### config.mk
export PLATFORM = sky130hd
export DESIGN_NAME = ro_stress_sched
export DESIGN_NICKNAME = d
export VERILOG_FILES = /design/src/rtl/ro_stress_sched.sv
export SDC_FILE = /design/constraint.sdc
export NUM_CORES = 1
export LEC_CHECK = 0
export BUFFER_PORTS_ARGS = -buffer_cell sky130_fd_sc_hd__buf_2
export CAP_MARGIN = 40
export CORE_MARGIN = 2
export CORE_UTILIZATION = 45
export CTS_BUF_LIST = sky130_fd_sc_hd__clkbuf_4 sky130_fd_sc_hd__clkbuf_8
export CTS_CLUSTER_DIAMETER = 100
export CTS_CLUSTER_SIZE = 16
export DETAILED_ROUTE_END_ITERATION = 10
export GPL_ROUTABILITY_DRIVEN = 0
export SYNTH_ARGS = -nofsm -noshare
export SYNTH_HDL_FRONTEND = slang
export SYNTH_SLANG_ARGS = --single-unit
### constraint.sdc
create_clock -name clk -period 2.35 [get_ports clk]
set_input_delay 0 -clock clk [delete_from_list [all_inputs] [get_ports clk]]
set_output_delay 0 -clock clk [all_outputs]
set_load 0.02 [all_outputs]
### src/rtl/ro_stress_sched.sv
// Ring-oscillator stress sequencer: staggered bank enable, timed run, shutdown,
// and per-bank rising-edge activity counters with synchronized inputs.
module ro_stress_sched #(
  parameter int unsigned NBANK       = 4,
  parameter int unsigned CNT_W       = 16,
  parameter int unsigned GAP_W       = 8,
  parameter int unsigned SYNC_STAGES = 2,
  localparam int unsigned SelW       = (NBANK > 1) ? $clog2(NBANK) : 1
) (
  input  logic             clk,
  input  logic             rst,
  input  logic             start,
  input  logic             abort,
  input  logic [NBANK-1:0] bank_mask,
  input  logic [CNT_W-1:0] run_cycles,
  input  logic [GAP_W-1:0] stage_gap,
  input  logic [NBANK-1:0] ro_data,
  output logic [NBANK-1:0] ro_en,
  output logic             busy,
  output logic             done,
  input  logic [SelW-1:0]  rd_sel,
  output logic [CNT_W-1:0] rd_cnt
);

  typedef enum logic [2:0] {StIdle, StRamp, StRun, StStop, StDone} state_e;

  localparam logic [CNT_W-1:0] StopLen = CNT_W'(SYNC_STAGES + 1);

  state_e                              state_q, state_d;
  logic [NBANK-1:0]                    en_q, en_d;
  logic [NBANK-1:0]                    rem_q, rem_d;
  logic [GAP_W-1:0]                    gap_q, gap_d;
  logic [GAP_W-1:0]                    gcnt_q, gcnt_d;
  logic [CNT_W-1:0]                    run_q, run_d;
  logic [CNT_W-1:0]                    cnt_q, cnt_d;
  logic [SYNC_STAGES-1:0][NBANK-1:0]   sync_q, sync_d;
  logic [NBANK-1:0]                    hist_q, hist_d;
  logic [NBANK-1:0][CNT_W-1:0]         ecnt_q, ecnt_d;

  logic             accept;
  logic             counting;
  logic [NBANK-1:0] rise;
  logic [GAP_W-1:0] gap_eff;

  function automatic logic [NBANK-1:0] lowest(input logic [NBANK-1:0] x);
    return x & (~x + NBANK'(1));
  endfunction

  assign accept   = (state_q == StIdle) && start;
  assign counting = (state_q == StRamp) || (state_q == StRun) || (state_q == StStop);
  assign gap_eff  = (stage_gap == '0) ? GAP_W'(1) : stage_gap;
  assign rise     = sync_q[SYNC_STAGES-1] & ~hist_q;

  always_comb begin
    state_d = state_q;
    en_d    = en_q;
    rem_d   = rem_q;
    gap_d   = gap_q;
    gcnt_d  = gcnt_q;
    run_d   = run_q;
    cnt_d   = cnt_q;
    unique case (state_q)
      StIdle: begin
        if (start) begin
          state_d = StRamp;
          en_d    = lowest(bank_mask);
          rem_d   = bank_mask & ~lowest(bank_mask);
          gap_d   = gap_eff;
          gcnt_d  = gap_eff;
          run_d   = run_cycles;
        end
      end
      StRamp: begin
        if (abort || (rem_q == '0 && run_q == '0)) begin
          state_d = StStop;
          en_d    = '0;
          rem_d   = '0;
          cnt_d   = StopLen;
        end else if (rem_q == '0) begin
          state_d = StRun;
          cnt_d   = run_q;
        end else if (gcnt_q == GAP_W'(1)) begin
          en_d   = en_q | lowest(rem_q);
          rem_d  = rem_q & ~lowest(rem_q);
          gcnt_d = gap_q;
        end else begin
          gcnt_d = gcnt_q - GAP_W'(1);
        end
      end
      StRun: begin
        if (abort || cnt_q == CNT_W'(1)) begin
          state_d = StStop;
          en_d    = '0;
          cnt_d   = StopLen;
        end else begin
          cnt_d = cnt_q - CNT_W'(1);
        end
      end
      StStop: begin
        // Stay long enough for edges still in the synchronizer to land.
        if (cnt_q == CNT_W'(1)) state_d = StDone;
        else cnt_d = cnt_q - CNT_W'(1);
      end
      StDone:  state_d = StIdle;
      default: state_d = StIdle;
    endcase
  end

  always_comb begin
    sync_d = {sync_q[SYNC_STAGES-2:0], ro_data};
    hist_d = sync_q[SYNC_STAGES-1];
    ecnt_d = ecnt_q;
    for (int i = 0; i < NBANK; i++) begin
      if (accept) begin
        ecnt_d[i] = '0;
      end else if (counting && rise[i] && ecnt_q[i] != '1) begin
        ecnt_d[i] = ecnt_q[i] + CNT_W'(1);
      end
    end
  end

  always_ff @(posedge clk) begin
    if (!rst) begin
      state_q <= StIdle;
      en_q    <= '0;
      rem_q   <= '0;
      gap_q   <= '0;
      gcnt_q  <= '0;
      run_q   <= '0;
      cnt_q   <= '0;
      sync_q  <= '0;
      hist_q  <= '0;
      ecnt_q  <= '0;
    end else begin
      state_q <= state_d;
      en_q    <= en_d;
      rem_q   <= rem_d;
      gap_q   <= gap_d;
      gcnt_q  <= gcnt_d;
      run_q   <= run_d;
      cnt_q   <= cnt_d;
      sync_q  <= sync_d;
      hist_q  <= hist_d;
      ecnt_q  <= ecnt_d;
    end
  end

  always_comb begin
    rd_cnt = '0;
    for (int i = 0; i < NBANK; i++) begin
      if (rd_sel == SelW'(i)) rd_cnt = ecnt_q[i];
    end
  end

  assign ro_en = en_q;
  assign busy  = (state_q != StIdle);
  assign done  = (state_q == StDone);

endmodule

# == Word-level counts from Yosys, hierarchy flattened ==
# Index checks and enable logic that the tools add are counted.
# Widths: inputs -> output; s select.
# word_totals
reg_bits,135
in_bits,38
out_inout_bits,22
wordCells,118
# classes
reduce_logical,30
eq_ne,22
n_bitwise,12
n_addsub,8
muxes,32
# op_table
op,n
$mux 16,8
$add 16x1->16 const B,4
$ne 16x16->1 const B,4
$pmux 16 s3,1
$mux 8,5
$mux 4,9
$and 4x4->4,5
$not 4->4,5
$eq 16x1->1 const B,1
$logic_not 16->1,1
$pmux 8 s2,1
$sub 16x1->16 const B,1
$mux 3,5
$pmux 3 s4,1
$pmux 4 s3,1
$reduce_and 4->1,3
$logic_and 1x1->1,10
$reduce_bool 3->1,3
$add 4x1->4 const B,2
$eq 8x1->1 const B,1
$logic_not 8->1,1
$ne 2x2->1 const B,4
$pmux 4 s2,1
$sub 8x1->8 const B,1
other kinds (19),26

# == Logic depth before layout (Yosys ltp) ==
# logic_depth
depth_word,9
depth_mapped,9
ltp_nobuf,7

# == Worst setup path after synthesis ==
# No wires, ideal clock.
# synth_path
path_type,reg-to-reg
startpoint,register cnt_q[4]
endpoint,register cnt_q[2]
period_less_slack_ps,1970
arrival_time_ps,1853
setup_ps,117
slack_ps,380
t_required_ps,2233
path_stages_with_launch,8
cell_sequence,dfxtp_1 buf_6 nor4_4 nand4_4 o21a_1 buf_6 a32o_1 a32o_1
# synth_via
elab_chain_cells,4
word_cells_on_any_way,6
cone_classes,eq/ne (2); mux (2); reduce/logical (2)
# synth_lines
element,line,rtl
from (decl),35,"logic [CNT_W-1:0] cnt_q, cnt_d;"
from (signal assigned),141,cnt_q <= cnt_d;
$eq 16x1->1 *,"91, 101",
$logic_or 1x1->1,91,if (abort || cnt_q == CNT_W'(1)) begin
$mux 16,91,
$pmux 16 s3,62,unique case (state_q)
# Every way passes the cells marked *; elsewhere a longest branch is shown, timed or not.
# A chain may end at the register's enable or synchronous reset.

# == Worst setup path in the final report ==
# layout_path
startpoint,register cnt_q[0]
endpoint,register cnt_q[2]
# layout_via
elab_chain_cells,4
word_cells_on_any_way,8
cone_classes,add/sub (1); eq/ne (2); mux (3); reduce/logical (2)
# layout_lines
element
branches (longest 4 deep; another with $sub 16x1->16)
# Several ways; the timed one is not identified. The select of a mux whose other input is x is not followed.

==> results.toml <==
[sta]
rsz0062_at_grt = "no"
finalHoldViolCount = 0
fin_setup_tns_ns = 0
drv_slew = 0
period_minus_slack_ns = 2.15
holdWs_ns = 0.0497
tightest_slew_ns = 0.596
finClkSkew_ns = 0.0140
finalCritPeriodShare_pct = 91.6
slew_headroom_pct = 60.2
max_freq_mhz = 465
setup_viol = 0

[global_route]
top_usage_layer = "met2"
grt_use_total_pct = 22.7
grt_remaining_overflow = 0
use_met1_pct = 28.4
grt_max_degree = 36
grt_pass1_vias = 6144
gr-usage-met3_pct = 5.16
grt_use_met2_pct = 38.5
antenna_found_initial = 0
grt_pass1_wl_mm = 30.2

[pwr]
p_int_mw = 4.24
sequentialPowerShare_pct = 40.6
p_per_area_nw_per_um2 = 749
clkPwrFrac_pct = 33.9
p_total_mw = 6.29
p_comb_share_pct = 25.4
leakagePower_nw = 3.03
switchingPower_mw = 2.05
p_sw_share_pct = 32.6
ir_drop_mv = 0.489

[die]
num_rows = 45
die_area_sq_um = 16700
die_height_um = 129
dieWidth_um = 129
io_pins = 60
initial_utilization_pct = 46.4
core_sq_um = 15300

[clock_tree]
cts-root-buf = "clkbuf_8"
cts_buffers = 17
clock_path_buffers = 2
cts.sinks = 134
htree_levels = 4
clk_pin_slew_worst_paths_ns = 0.08
clk_latency_ns = 0.46
cts_tree = "yes"

[drt]
postRouteAntennaNets = 0
drt_wl_total_mm = 18.3
drcViolationCount = 0
drtIter0Drc = 390
wl_per_cell_um = 16.1
viasPerCell = 5.68
drtPass1Iterations = 5
vias = 6456

[job]
cap_violations = 0

[setup_path]
worst_path_dominant_cell_family = "compound AO/OA/AOI/OAI gates"
path_class = "flop to flop"
r2r_cells = 6
cp-endpoint = "cnt_q[2]"
path_cells = "ha_1, nor4b_2, nand4_4, o21a_1, a32o_1, a32o_1"
crit_top_cell = "a32o_1"
critPathCaptureType = "flop"
required_ns = 2.70
slowest_stage = "dfxtp_1"
timing.critical_path.from = "cnt_q[0]"
critical_path_peak_fanout = 9
critPathLaunchType = "flop"
crit_arrival_ns = 2.50
reg2reg_to = "cnt_q[2]"
r2r_slack_ns = 0.20
r2r_start = "cnt_q[0]"
path_buf_inv = 0
critical-path-max-stage-delay_ns = 0.42
cp.depth = 6

[logic_synthesis]
synth_ff_type = "dfxtp_1"
syn_nets = 872
synth_top_family_by_area = "simple AND/OR/NAND/NOR gates"
synth-seq-cells = 134
synth_area_per_cell_sq_um = 8.56
synth_cells = 826
ys_async_sr_fraction_pct = 0
synth_xor_area_share_pct = 7.18
yosys.cell_types.count = 73
synth_simple_gate_area_share_pct = 28.5
yosysWarnings = 0
synthAdderAreaFrac_pct = 1.42
yosysSeqAreaShare_pct = 37.9
synth-edff-count = 0
synth_area_sq_um = 7070
synth_compound_area_share_pct = 15.0
synthMuxAreaShare_pct = 5.96

[worst_hold_path]
whs_path_depth = 3
min_path_type = "input pin to flop"

[layout]
stdcell_count = 1137
final_common_cell = "dfxtp_1"
most-common-layout-cells = "134 x dfxtp_1, 93 x nand2_1, 84 x nor2_1"
nets = 959
fill_cells = 1382
area_delta_synth_final_pct = 18.7
drive_gt1_share_pct = 16.6
num_antenna_cells = 0

[placed_design]
post-dp-hpwl_mm = 13.2
dp_cells = 1073
numPortBuffers = 59

[status]
outcome = "completed"
==> worst min-delay path by stage <==
stage | endpoint | slack [ns] | from
after floorplan | sync_d[4] | 0.13 | ro_data[0]
after global placement | sync_d[7] | 0.21 | ro_data[3]
after detailed placement | sync_d[4] | 0.21 | ro_data[0]
after CTS | state_q[0] | 0.02 | start
after global routing | rem_q[1] | 0.06 | start
final | state_q[0] | 0.05 | start
==> timing repair <==
| action | CTS | global route |
|---|---|---|
| hold buffers | 31 | 0 |
| hold endpoints to repair | 44 | 0 |
| resized for setup | 0 | 0 |
| endpoints found under the setup margin | 0 | 2 |
| setup buffers | 0 | 1 |
==> state kept, by name (all words and copies together), names as in the netlist <==
register,cells
rem_q,3
cnt_q,16
ecnt_q,64
hist_d,4
sync_d,4
state_q,3
gap_q,8
hist_q,4
run_q,16
ro_en,4
gcnt_q,8
==> routing by layer <==
| metal | share of wire (%) | wire length, um | vias to the layer above |
|---|---|---|---|
| li1 | - | - | 3187 |
| met1 | 44 | 8090 | 3046 |
| met2 | 49 | 9020 | 192 |
| met3 | 5.1 | 929 | 31 |
| met4 | 1.5 | 272 | 0 |
| met5 | 0 | 0 | - |
==> worst register-to-register path, cell delays in order (launching register included) <==
cell,delay (ns)
dfxtp_1,0.42
ha_1,0.17
nor4b_2,0.35
nand4_4,0.23
o21a_1,0.37
a32o_1,0.31
a32o_1,0.20
==> synthesized netlist by cell type, types with 3 or more instances <==
library cell,number,share of area (%)
a211oi_1,10,1.1
a21oi_1,39,2.8
a22o_1,3,0.37
a311oi_1,6,0.74
a32o_1,16,2.3
and2_1,18,1.6
and3_1,18,1.6
and4_1,10,1.2
buf_2,7,0.50
buf_6,3,0.48
clkbuf_1,35,1.9
dfxtp_1,134,38
ha_1,8,1.4
inv_1,19,1.0
mux2i_1,5,0.71
mux4_2,16,5.1
nand2_1,94,5.0
nand3_1,40,2.8
nand4_1,16,1.4
nand4b_1,3,0.37
nor2_1,84,4.5
nor2b_1,6,0.53
nor3_1,39,2.8
nor3b_1,11,1.2
nor4_1,17,1.5
o211ai_1,8,0.85
o21ai_0,26,1.8
o221a_2,4,0.64
o2bb2ai_1,3,0.37
o31a_1,3,0.37
o31ai_1,3,0.32
o41ai_1,3,0.37
or3_1,9,0.80
or4_1,4,0.42
xnor2_1,38,4.7
xor2_1,20,2.5
==> power groups by stage <==
stage	combinational, mW	sequential [mW]	clock (mW)
6_report	1.60	2.56	2.13
5_1_grt	1.76	2.58	2.28
4_1_cts	1.58	2.55	2.17
3_5_place_dp	1.53	2.61	0
3_3_place_gp	1.51	2.60	0
2_1_floorplan	1.12	2.57	0
==> per-stage QoR <==
step                      util, %  setup WS (ns)  instance area (sq um)
after CTS                    54.9          0.165                   8380
final                        55.0          0.198                   8400
after detailed placement     50.0          0.201                   7630
after global placement       50.0          0.300                   7630
after floorplan                 -          0.380                   7070
after global routing         55.0         0.0443                   8400
==> final cells by class <==
type / instances / area (sq um) / area share [%]
Sequential cell: 134 / 2680 / 31.9
Tap cell: 211 / 264 / 3.14
Timing Repair Buffer: 115 / 831 / 9.89
Inverter: 20 / 75.1 / 0.894
Clock inverter: 15 / 204 / 2.43
Clock buffer: 17 / 234 / 2.79
Multi-Input combinational cell: 625 / 4110 / 48.9
==> kinds of logic after synthesis <==
kind of cell,Yosys count
DFF,134
AOI/OAI and AO/OA,149
buffers and inverters,67
and+or+nand+nor,388
muxes,22
xor gates and xnor gates,58
adders and majority gates,8
Power figures use the tool's default switching activity.
